### config.mk
export PLATFORM = sky130hd
export DESIGN_NAME = sync_line_sequencer_flat
export DESIGN_NICKNAME = d
export VERILOG_FILES = /design/src/rtl/sync_line_sequencer_if.sv /design/src/rtl/sync_line_sequencer.sv /design/src/flat_wrapper.sv
export SDC_FILE = /design/constraint.sdc
export NUM_CORES = 1
export LEC_CHECK = 0
export CORE_MARGIN = 2
export CORE_UTILIZATION = 42
export CTS_CLUSTER_SIZE = 40
export DETAILED_ROUTE_END_ITERATION = 10
export GPL_ROUTABILITY_DRIVEN = 0
export GPL_TIMING_DRIVEN = 1
export PLACE_DENSITY = 0.72
export SYNTH_ARGS = -nofsm -noshare
export SYNTH_HDL_FRONTEND = slang
export SYNTH_SLANG_ARGS = --single-unit
export TNS_END_PERCENT = 1
### constraint.sdc
create_clock -name clk -period 5.35 [get_ports clk]
set_clock_uncertainty 0.15 [all_clocks]
set_input_delay 1.07 -clock clk [delete_from_list [all_inputs] [get_ports clk]]
set_output_delay 1.07 -clock clk [all_outputs]
set_load 0.05 [all_outputs]
### src/rtl/sync_line_sequencer_if.sv
// Signal bundle between the csync separator pulses and the line/field
// sequencer outputs consumed by downstream video timing.
`timescale 1ns/1ps
interface sync_line_sequencer_if;
    logic       hsync_pulse;
    logic       vsync_pulse;
    logic       line_start;
    logic       field_start;
    logic [9:0] line_number;
    logic       field;
    logic       locked;
    logic       field_valid;

    // Pulse source side (sync separator or testbench)
    modport master (
        output hsync_pulse,
        output vsync_pulse,
        input  line_start,
        input  field_start,
        input  line_number,
        input  field,
        input  locked,
        input  field_valid
    );

    // Sequencer side
    modport slave (
        input  hsync_pulse,
        input  vsync_pulse,
        output line_start,
        output field_start,
        output line_number,
        output field,
        output locked,
        output field_valid
    );
endinterface

### src/rtl/sync_line_sequencer.sv
// Flywheel line/field sequencer for the PAL 576i sync regenerator.
// Accepts hsync pulses near the expected line period, synthesises line
// starts when they go missing, and numbers lines 1..625 with field identity
// re-anchored by vsync.
`timescale 1ns/1ps
module sync_line_sequencer #(
    parameter int LINE_PERIOD = 5184,
    parameter int LINE_TOL    = 200,
    parameter int LOCK_COUNT  = 8,
    parameter int MISS_LIMIT  = 16,
    parameter int VSYNC_SPLIT = 2592
) (
    input  logic                  clk,
    input  logic                  nReset,
    sync_line_sequencer_if.slave  bus
);

    localparam int GOOD_W = $clog2(LOCK_COUNT + 1);
    localparam int MISS_W = $clog2(MISS_LIMIT + 1);

    localparam logic [12:0] WIN_LO    = 13'(LINE_PERIOD - LINE_TOL);
    localparam logic [12:0] WIN_HI    = 13'(LINE_PERIOD + LINE_TOL);
    localparam logic [12:0] SPLIT     = 13'(VSYNC_SPLIT);
    localparam logic [GOOD_W-1:0] GOOD_LAST = GOOD_W'(LOCK_COUNT - 1);
    localparam logic [MISS_W-1:0] MISS_LAST = MISS_W'(MISS_LIMIT);

    typedef enum logic [1:0] {
        SEARCH  = 2'd0,
        ACQUIRE = 2'd1,
        LOCKED  = 2'd2,
        COAST   = 2'd3
    } state_t;

    state_t              state_reg, state_next;
    logic [12:0]         timer_reg, timer_next;
    logic [GOOD_W-1:0]   good_reg, good_next, good_inc;
    logic [MISS_W-1:0]   miss_reg, miss_next, miss_inc;

    logic                hsync_in_window;
    logic                timer_expired;
    logic                line_event;
    logic                lock_drop;
    logic                in_lock;
    logic [12:0]         vsync_phase;

    logic                line_start_reg;
    logic                field_start_reg, field_start_next;
    logic [9:0]          line_reg, line_next;
    logic                field_reg, field_next;
    logic                locked_reg, locked_next;
    logic                field_valid_reg, field_valid_next;

    // Acceptance window and flywheel timeout derived from the phase timer
    always_comb begin
        hsync_in_window = bus.hsync_pulse && (timer_reg >= WIN_LO) && (timer_reg <= WIN_HI);
        timer_expired   = (timer_reg == WIN_HI);
        good_inc        = good_reg + 1'b1;
        miss_inc        = miss_reg + 1'b1;
        in_lock         = (state_reg == LOCKED) || (state_reg == COAST);
    end

    // Lock state machine: decides when a line start happens and lock transitions
    always_comb begin
        state_next = state_reg;
        good_next  = good_reg;
        miss_next  = miss_reg;
        line_event = 1'b0;
        lock_drop  = 1'b0;
        case (state_reg)
            SEARCH: begin
                if (bus.hsync_pulse) begin
                    line_event = 1'b1;
                    good_next  = '0;
                    state_next = ACQUIRE;
                end
            end
            ACQUIRE: begin
                if (bus.hsync_pulse) begin
                    line_event = 1'b1;
                    if (hsync_in_window) begin
                        good_next = good_inc;
                        if (good_inc == GOOD_LAST) begin
                            state_next = LOCKED;
                        end
                    end else begin
                        good_next = '0;
                    end
                end else if (timer_reg > WIN_HI) begin
                    state_next = SEARCH;
                end
            end
            LOCKED: begin
                // Out-of-window edges (equalising/serration) are ignored here
                if (hsync_in_window) begin
                    line_event = 1'b1;
                    miss_next  = '0;
                end else if (timer_expired) begin
                    line_event = 1'b1;
                    miss_next  = MISS_W'(1);
                    state_next = COAST;
                end
            end
            COAST: begin
                if (hsync_in_window) begin
                    line_event = 1'b1;
                    miss_next  = '0;
                    state_next = LOCKED;
                end else if (timer_expired) begin
                    line_event = 1'b1;
                    miss_next  = miss_inc;
                    if (miss_inc == MISS_LAST) begin
                        state_next = SEARCH;
                        lock_drop  = 1'b1;
                    end
                end
            end
            default: state_next = SEARCH;
        endcase
    end

    // Phase timer restarts on every line start and saturates when idle
    always_comb begin
        timer_next = timer_reg;
        if (line_event) begin
            timer_next = '0;
        end else if (timer_reg != 13'h1FFF) begin
            timer_next = timer_reg + 13'd1;
        end
    end

    // Line numbering: advance on locked line starts, then let vsync re-anchor
    always_comb begin
        line_next        = line_reg;
        field_next       = field_reg;
        field_start_next = 1'b0;
        field_valid_next = field_valid_reg;
        vsync_phase      = line_event ? 13'd0 : timer_reg;
        locked_next      = (state_next == LOCKED) || (state_next == COAST);

        if (line_event && in_lock) begin
            if (line_reg == 10'd625) begin
                line_next        = 10'd1;
                field_next       = 1'b0;
                field_start_next = 1'b1;
            end else if (line_reg == 10'd312) begin
                line_next        = 10'd313;
                field_next       = 1'b1;
                field_start_next = 1'b1;
            end else begin
                line_next        = line_reg + 10'd1;
            end
        end

        // A vsync coincident with a line start sees phase 0, i.e. field 0
        if (bus.vsync_pulse && in_lock) begin
            field_start_next = 1'b1;
            field_valid_next = 1'b1;
            if (vsync_phase < SPLIT) begin
                line_next  = 10'd1;
                field_next = 1'b0;
            end else begin
                line_next  = 10'd313;
                field_next = 1'b1;
            end
        end

        if (lock_drop) begin
            field_valid_next = 1'b0;
        end
    end

    // Lock state, phase timer and run counters
    always_ff @(posedge clk or negedge nReset) begin
        if (!nReset) begin
            state_reg <= SEARCH;
            timer_reg <= '0;
            good_reg  <= '0;
            miss_reg  <= '0;
        end else begin
            state_reg <= state_next;
            timer_reg <= timer_next;
            good_reg  <= good_next;
            miss_reg  <= miss_next;
        end
    end

    // Registered outputs, one cycle after the causing event
    always_ff @(posedge clk or negedge nReset) begin
        if (!nReset) begin
            line_start_reg  <= 1'b0;
            field_start_reg <= 1'b0;
            line_reg        <= 10'd1;
            field_reg       <= 1'b0;
            locked_reg      <= 1'b0;
            field_valid_reg <= 1'b0;
        end else begin
            line_start_reg  <= line_event;
            field_start_reg <= field_start_next;
            line_reg        <= line_next;
            field_reg       <= field_next;
            locked_reg      <= locked_next;
            field_valid_reg <= field_valid_next;
        end
    end

    assign bus.line_start  = line_start_reg;
    assign bus.field_start = field_start_reg;
    assign bus.line_number = line_reg;
    assign bus.field       = field_reg;
    assign bus.locked      = locked_reg;
    assign bus.field_valid = field_valid_reg;

endmodule
### src/flat_wrapper.sv
// flat-port wrapper written by rule: the top's interface ports become plain ports
module sync_line_sequencer_flat 
#(
    parameter int LINE_PERIOD = 5184,
    parameter int LINE_TOL    = 200,
    parameter int LOCK_COUNT  = 8,
    parameter int MISS_LIMIT  = 16,
    parameter int VSYNC_SPLIT = 2592
)
  (clk, nReset, bus_hsync_pulse, bus_vsync_pulse, bus_line_start, bus_field_start, bus_line_number, bus_field, bus_locked, bus_field_valid);
  sync_line_sequencer_if bus_i ();
  input  logic clk;
  input  logic nReset;
  input wire logic [$bits(bus_i.hsync_pulse)-1:0] bus_hsync_pulse;
  input wire logic [$bits(bus_i.vsync_pulse)-1:0] bus_vsync_pulse;
  output wire logic [$bits(bus_i.line_start)-1:0] bus_line_start;
  output wire logic [$bits(bus_i.field_start)-1:0] bus_field_start;
  output wire logic [$bits(bus_i.line_number)-1:0] bus_line_number;
  output wire logic [$bits(bus_i.field)-1:0] bus_field;
  output wire logic [$bits(bus_i.locked)-1:0] bus_locked;
  output wire logic [$bits(bus_i.field_valid)-1:0] bus_field_valid;
  assign bus_i.hsync_pulse = bus_hsync_pulse;
  assign bus_i.vsync_pulse = bus_vsync_pulse;
  assign bus_line_start = bus_i.line_start;
  assign bus_field_start = bus_i.field_start;
  assign bus_line_number = bus_i.line_number;
  assign bus_field = bus_i.field;
  assign bus_locked = bus_i.locked;
  assign bus_field_valid = bus_i.field_valid;
  sync_line_sequencer #(.LINE_PERIOD(LINE_PERIOD), .LINE_TOL(LINE_TOL), .LOCK_COUNT(LOCK_COUNT), .MISS_LIMIT(MISS_LIMIT), .VSYNC_SPLIT(VSYNC_SPLIT)) u_core (.clk(clk), .nReset(nReset), .bus(bus_i));
endmodule
==> impl_metrics.env, run 1 <==
export IMPL_grt_overflow=0
export IMPL_die_h_um=77.23
export IMPL_dp_hpwl_mm=3.256
export IMPL_ir_drop_mv=0.1618
export IMPL_grt_antenna_before_repair=0
export IMPL_period_minus_slack_ns=2.987
export IMPL_hp_class="flop to flop"
export IMPL_cp_start_kind="input port"
export IMPL_grt_max_degree=40
export IMPL_leakagePower_nw=1.138
export IMPL_worstRegToRegCells=8
export IMPL_critPathCapture="u_core.bus.line_number[2]$_DFFE_PN0P_"
export IMPL_port_buffers=18
export IMPL_ys_warn_count=0
export IMPL_worst_pin_slew_ns=0.8708
export IMPL_power_mw=0.6076
export IMPL_die_width_um=77.23
export IMPL_synth_edf_count=0
export IMPL_synth_nets=258
export IMPL_synth_seq_area_share=0.4339
export IMPL_cts_buffer_depth=2
export IMPL_wl_mm=4.615
export IMPL_power_density_nw_per_um2=232.7
export IMPL_slew_violations=0
export IMPL_synth_avg_cell_area_um2=9.155
export IMPL_r2r_slack_ns=2.91
export IMPL_cp_max_fo=9
export IMPL_synthDistinctLibCells=52
export IMPL_cts_buffers=5
export IMPL_synth_cells=246
export IMPL_ant_nets=0
export IMPL_cts_sinks=39
export IMPL_cts_tree="done"
export IMPL_crit_required_ns=5.39
export IMPL_drive_gt1_frac=0.07197
export IMPL_async_reset_ff_frac=1.000
export IMPL_n_fill_cell=502
export IMPL_core_um2=5140
export IMPL_cp_data_arrival_time_ns=3.02
export IMPL_place_ws_ns=2.086
export IMPL_drc=0
export IMPL_area_delta_synth_final_pct=15.94
export IMPL_slew_headroom=0.4195
export IMPL_core_rowCount=26
export IMPL_clock_fmax_mhz=334.8
export IMPL_grt_pass1_wl_mm=7.969
export IMPL_r2r_start="u_core.timer_reg[0]$_DFFE_PN0P_"
export IMPL_setup_worst_path_start="bus_hsync_pulse"
export IMPL_largest_register_ffs=13
export IMPL_antennaDiodeCount=0
export IMPL_grtUsageTotal=0.1664
export IMPL_crit_type="input port to flop"
export IMPL_initial_core_util=0.4382
export IMPL_setup_viol=0
export IMPL_synth_seq_cells=39
export IMPL_cts_hold_buffers=0
export IMPL_end_kind="flop"
export IMPL_maxCapViolCount=0
export IMPL_clock_root_buffer="clkbuf_8"
export IMPL_clk_pin_slew_worst_paths_ns=0.08
export IMPL_htree_levels=2
export IMPL_wl_per_cell_um=13.82
export IMPL_grt_pass1_vias=1716
export IMPL_drt_iter0_drc=167
export IMPL_die_area_um2=5964
export IMPL_finalCritPeriodShare=0.5584
export IMPL_vias=1857
export IMPL_rsz0062_at_grt="false"
export IMPL_syn_area_um2=2252
export IMPL_final_setup_worst_slack_ns=2.363
export IMPL_synthFlopType="dfrtp_1"
export IMPL_r2r_end="u_core.bus.line_number[6]$_DFFE_PN0P_"
export IMPL_status="completed"
export IMPL_finalHoldViolCount=0
export IMPL_post_cts_buffers=0
export IMPL_cts_repair_resize_count=0
export IMPL_hp_start="u_core.miss_reg[4]$_DFFE_PN0P_"
export IMPL_drt_pre_antenna_iters=4
export IMPL_tns_ns=0
export IMPL_clk_latency_ns=0.29
export IMPL_pin_count=19
export IMPL_layout_nets=275
export IMPL_vias_per_cell=5.560
[layout make-up]
cell class	instances	area, um^2	area share
Multi-Input combinational cell	190	1205	0.4614
Sequential cell	39	977.2	0.3742
Timing Repair Buffer	18	175.2	0.06708
Tap cell	70	87.58	0.03354
Clock buffer	6	72.57	0.02779
Clock inverter	2	60.06	0.02300
Inverter	9	33.78	0.01294
[critical path, stage by stage]
cell and delay, ns:
clkdlybuf4s50_1 0.53, nand2_1 0.09, a221oi_1 0.40, a31o_4 0.27, o21a_1 0.28, o21ai_0 0.14
a22o_1 0.24
[power breakdown]
group	total (mW)	switching, mW	internal, mW	leakage, nW
sequential	0.299	0.00235	0.297	0.516
clock	0.291	0.104	0.186	0.0654
combinational	0.0177	0.0129	0.00480	0.557
[cell usage after synthesis (3+ instances only)]
cell | number | area (um^2)
nor3_1 | 7 | 35.03
a21oi_1 | 15 | 75.07
o21ai_0 | 17 | 85.08
clkbuf_1 | 5 | 18.77
dfrtp_1 | 38 | 950.9
inv_1 | 9 | 33.78
nand4_1 | 6 | 37.54
a22o_1 | 6 | 52.55
xor2_1 | 10 | 87.58
ha_1 | 8 | 100.1
and4_1 | 3 | 26.28
o31a_1 | 3 | 26.28
and3_1 | 6 | 37.54
and2_1 | 3 | 18.77
nand2_1 | 22 | 82.58
nand3_1 | 13 | 65.06
nor2b_1 | 7 | 43.79
nor2_1 | 26 | 97.59
[cell families after synthesis]
family                   Yosys count  synth area share
buffers and inverters             17           0.03111
AO/OA/AOI/OAI                     64            0.1989
XOR/XNOR                          10           0.03889
AND/OR/NAND/NOR                  108            0.2528
flip-flops                        39            0.4339
adder cells (fa/ha/maj)            8           0.04445
[cell usage in the layout, fill, tap and decap left out, types with 3 or more instances in the layout]
| master | synthesis | routed |
|---|---|---|
| nor2_1 | 26 | 26 |
| ha_1 | 8 | 8 |
| o21ai_0 | 17 | 17 |
| dfrtp_1 | 38 | 38 |
| nand2_1 | 22 | 22 |
| nor2b_1 | 7 | 7 |
| and4_1 | 3 | 3 |
| nor3_1 | 7 | 7 |
| clkdlybuf4s50_1 | 0 | 17 |
| inv_1 | 9 | 9 |
| a21oi_1 | 15 | 15 |
| and2_1 | 3 | 3 |
| clkbuf_8 | 0 | 5 |
| a22o_1 | 6 | 6 |
| nand4_1 | 6 | 6 |
| xor2_1 | 10 | 10 |
| nand3_1 | 13 | 13 |
| o31a_1 | 3 | 3 |
| and3_1 | 6 | 6 |
[metal layers]
metal,vias up,share of wire,GRT usage
met5,-,0,0
met4,0,0.014,0.06607
met1,907,0.50,0.2330
met3,5,0.028,0.02941
li1,924,-,-
met2,21,0.46,0.2557
[per-stage QoR]
step                      hold WS, ns  cell area, um^2    util  std cells
after floorplan                0.3542             2252       -        246
after global placement         0.3762             2479  0.4822        326
after detailed placement       0.3819             2479  0.4822        326
after CTS                      0.3961             2611  0.5080        334
after global routing           0.4342             2611  0.5080        334
final                          0.3951             2611  0.5080        334
[worst min path at each step]
stage / end / cells past startpoint
floorplan: u_core.miss_reg[4]$_DFFE_PN0P_ / 1
detailed placement: u_core.miss_reg[4]$_DFFE_PN0P_ / 1
CTS: u_core.miss_reg[4]$_DFFE_PN0P_ / 1
global route: u_core.miss_reg[4]$_DFFE_PN0P_ / 1
finish: u_core.miss_reg[4]$_DFFE_PN0P_ / 1
global placement: u_core.miss_reg[4]$_DFFE_PN0P_ / 1
Power figures use the tool's default switching activity.
==> run 2, diff against run 1 <==
- clock period: 5.35 -> 3 ns (I/O delays scaled with it)
==> impl_metrics.env, run 2 (synthesized netlist as in run 1, its figures left out) <==
export IMPL_crit_slowest_cell="clkdlybuf4s50_1"
export IMPL_drt_pre_antenna_iters=4
export IMPL_clock_root_buffer="clkbuf_8"
export IMPL_maxCapViolCount=0
export IMPL_die_area_um2=5964
export IMPL_finalCritPeriodShare=0.8154
export IMPL_wl_mm=4.422
export IMPL_grtUsageTotal=0.1678
export IMPL_largest_register_ffs=13
export IMPL_slew_violations=0
export IMPL_cp_start_kind="flop"
export IMPL_wl_per_cell_um=13.20
export IMPL_period_minus_slack_ns=2.446
export IMPL_grt_max_degree=40
export IMPL_worstRegToRegCells=8
export IMPL_pin_count=19
export IMPL_core_um2=5140
export IMPL_slowest_delay_ns=0.82
export IMPL_cts_buffer_depth=2
export IMPL_path_cells="clkdlybuf4s50_1"
export IMPL_cts_hold_buffers=0
export IMPL_layout_nets=276
export IMPL_htree_levels=2
export IMPL_worst_pin_slew_ns=0.8496
export IMPL_clk_latency_ns=0.29
export IMPL_grt_pass1_vias=1772
export IMPL_antennaDiodeCount=0
export IMPL_cts_sinks=39
export IMPL_ir_drop_mv=0.2464
export IMPL_end_kind="output pin"
export IMPL_cts_tree="done"
export IMPL_cp_data_arrival_time_ns=1.70
export IMPL_initial_core_util=0.4382
export IMPL_clock_fmax_mhz=408.8
export IMPL_core_rowCount=26
export IMPL_cp_top_family="buffers and inverters"
export IMPL_setup_viol=0
export IMPL_crit_type="flop to output pin"
export IMPL_crit_required_ns=2.25
export IMPL_dp_hpwl_mm=3.133
export IMPL_vias=1840
export IMPL_cp_max_fo=7
export IMPL_cts_repair_resize_count=0
export IMPL_ant_nets=0
export IMPL_grt_overflow=0
export IMPL_clk_pin_slew_worst_paths_ns=0.08
export IMPL_hp_class="input port to async pin"
export IMPL_die_width_um=77.23
export IMPL_tns_ns=0
export IMPL_area_delta_synth_final_pct=15.61
export IMPL_drc=0
export IMPL_drt_iter0_drc=155
export IMPL_power_density_nw_per_um2=390.7
export IMPL_finalHoldViolCount=0
export IMPL_grt_pass1_wl_mm=8.155
export IMPL_final_cell_mix="dfrtp_1 (38), nor2_1 (26), nand2_1 (22)"
export IMPL_slew_headroom=0.4336
export IMPL_cp_num_buf_inv=1
export IMPL_port_buffers=18
export IMPL_drive_gt1_frac=0.07925
export IMPL_final_common_cell="dfrtp_1"
export IMPL_post_cts_buffers=0
export IMPL_status="completed"
export IMPL_grt_antenna_before_repair=0
export IMPL_vias_per_cell=5.493
export IMPL_leakagePower_nw=1.139
export IMPL_die_h_um=77.23
export IMPL_final_util=0.5066
export IMPL_rsz0062_at_grt="false"
export IMPL_path_depth=1
export IMPL_cts_buffers=5
[run 2: cell count changes in the layout (fill, tap and decap cells not counted), sizes merged]
cell and change:
clkinv +1, bufinv -1, buf +1
[run 2: cell type report]
type / instances / area, um^2
clock inverters: 2 / 35.03
well taps: 70 / 87.58
repair buffers: 19 / 182.7
clock buffers: 6 / 82.58
flip-flops and latches: 39 / 977.2
multi-input cells: 190 / 1205
fillers: 520 / 2536
inverters: 9 / 33.78
[run 2: power by group]
part,switching (mW),leakage (nW),internal (mW)
clock network,0.183,0.0612,0.269
registers,0.00446,0.516,0.529
logic,0.0230,0.562,0.00857
total,0.210,1.14,0.807
[run 2: through the flow]
| stage | std cells | setup WS [ns] | hold slack, ns | cell area (um^2) | power, mW |
|---|---|---|---|---|---|
| finish | 335 | 0.5538 | 0.2697 | 2604 | 1.017 |
| global placement | 327 | 0.3188 | 0.3737 | 2486 | 0.5757 |
| detailed placement | 327 | 0.2678 | 0.3741 | 2486 | 0.5769 |
| floorplan | 246 | 0.7591 | 0.1544 | 2252 | 0.5563 |
| global route | 335 | 0.4132 | 0.3418 | 2604 | 1.058 |
| CTS | 335 | 0.5437 | 0.3023 | 2604 | 1.031 |
[run 2: path summary, 6_finish.rpt]
| path | from | to | slack [ns] |
|---|---|---|---|
| worst max-delay path | u_core.bus.line_number[0]$_DFFE_PN1P_ | bus_line_number[0] | 0.55 |
| worst min-delay path | nReset | u_core.state_reg[0]$_DFF_PN0_ | 0.27 |
| worst max register to register | u_core.timer_reg[0]$_DFFE_PN0P_ | u_core.bus.line_number[6]$_DFFE_PN0P_ | 0.62 |
| worst min register to register | u_core.bus.field_valid$_DFFE_PN0P_ | u_core.bus.field_valid$_DFFE_PN0P_ | 0.39 |
| max in group asynchronous | nReset | u_core.timer_reg[12]$_DFFE_PN0P_ | 1.90 |
| min in group clk | u_core.bus.field_valid$_DFFE_PN0P_ | u_core.bus.field_valid$_DFFE_PN0P_ | 0.39 |
[run 2: per-layer routing]
layer  GRT usage  share of wire  vias to the layer above
li1            -              -                      928
met1      0.2322           0.50                      879
met2      0.2539           0.45                       27
met3     0.04000          0.035                        6
met4     0.06607          0.017                        0
met5           0              0                        -
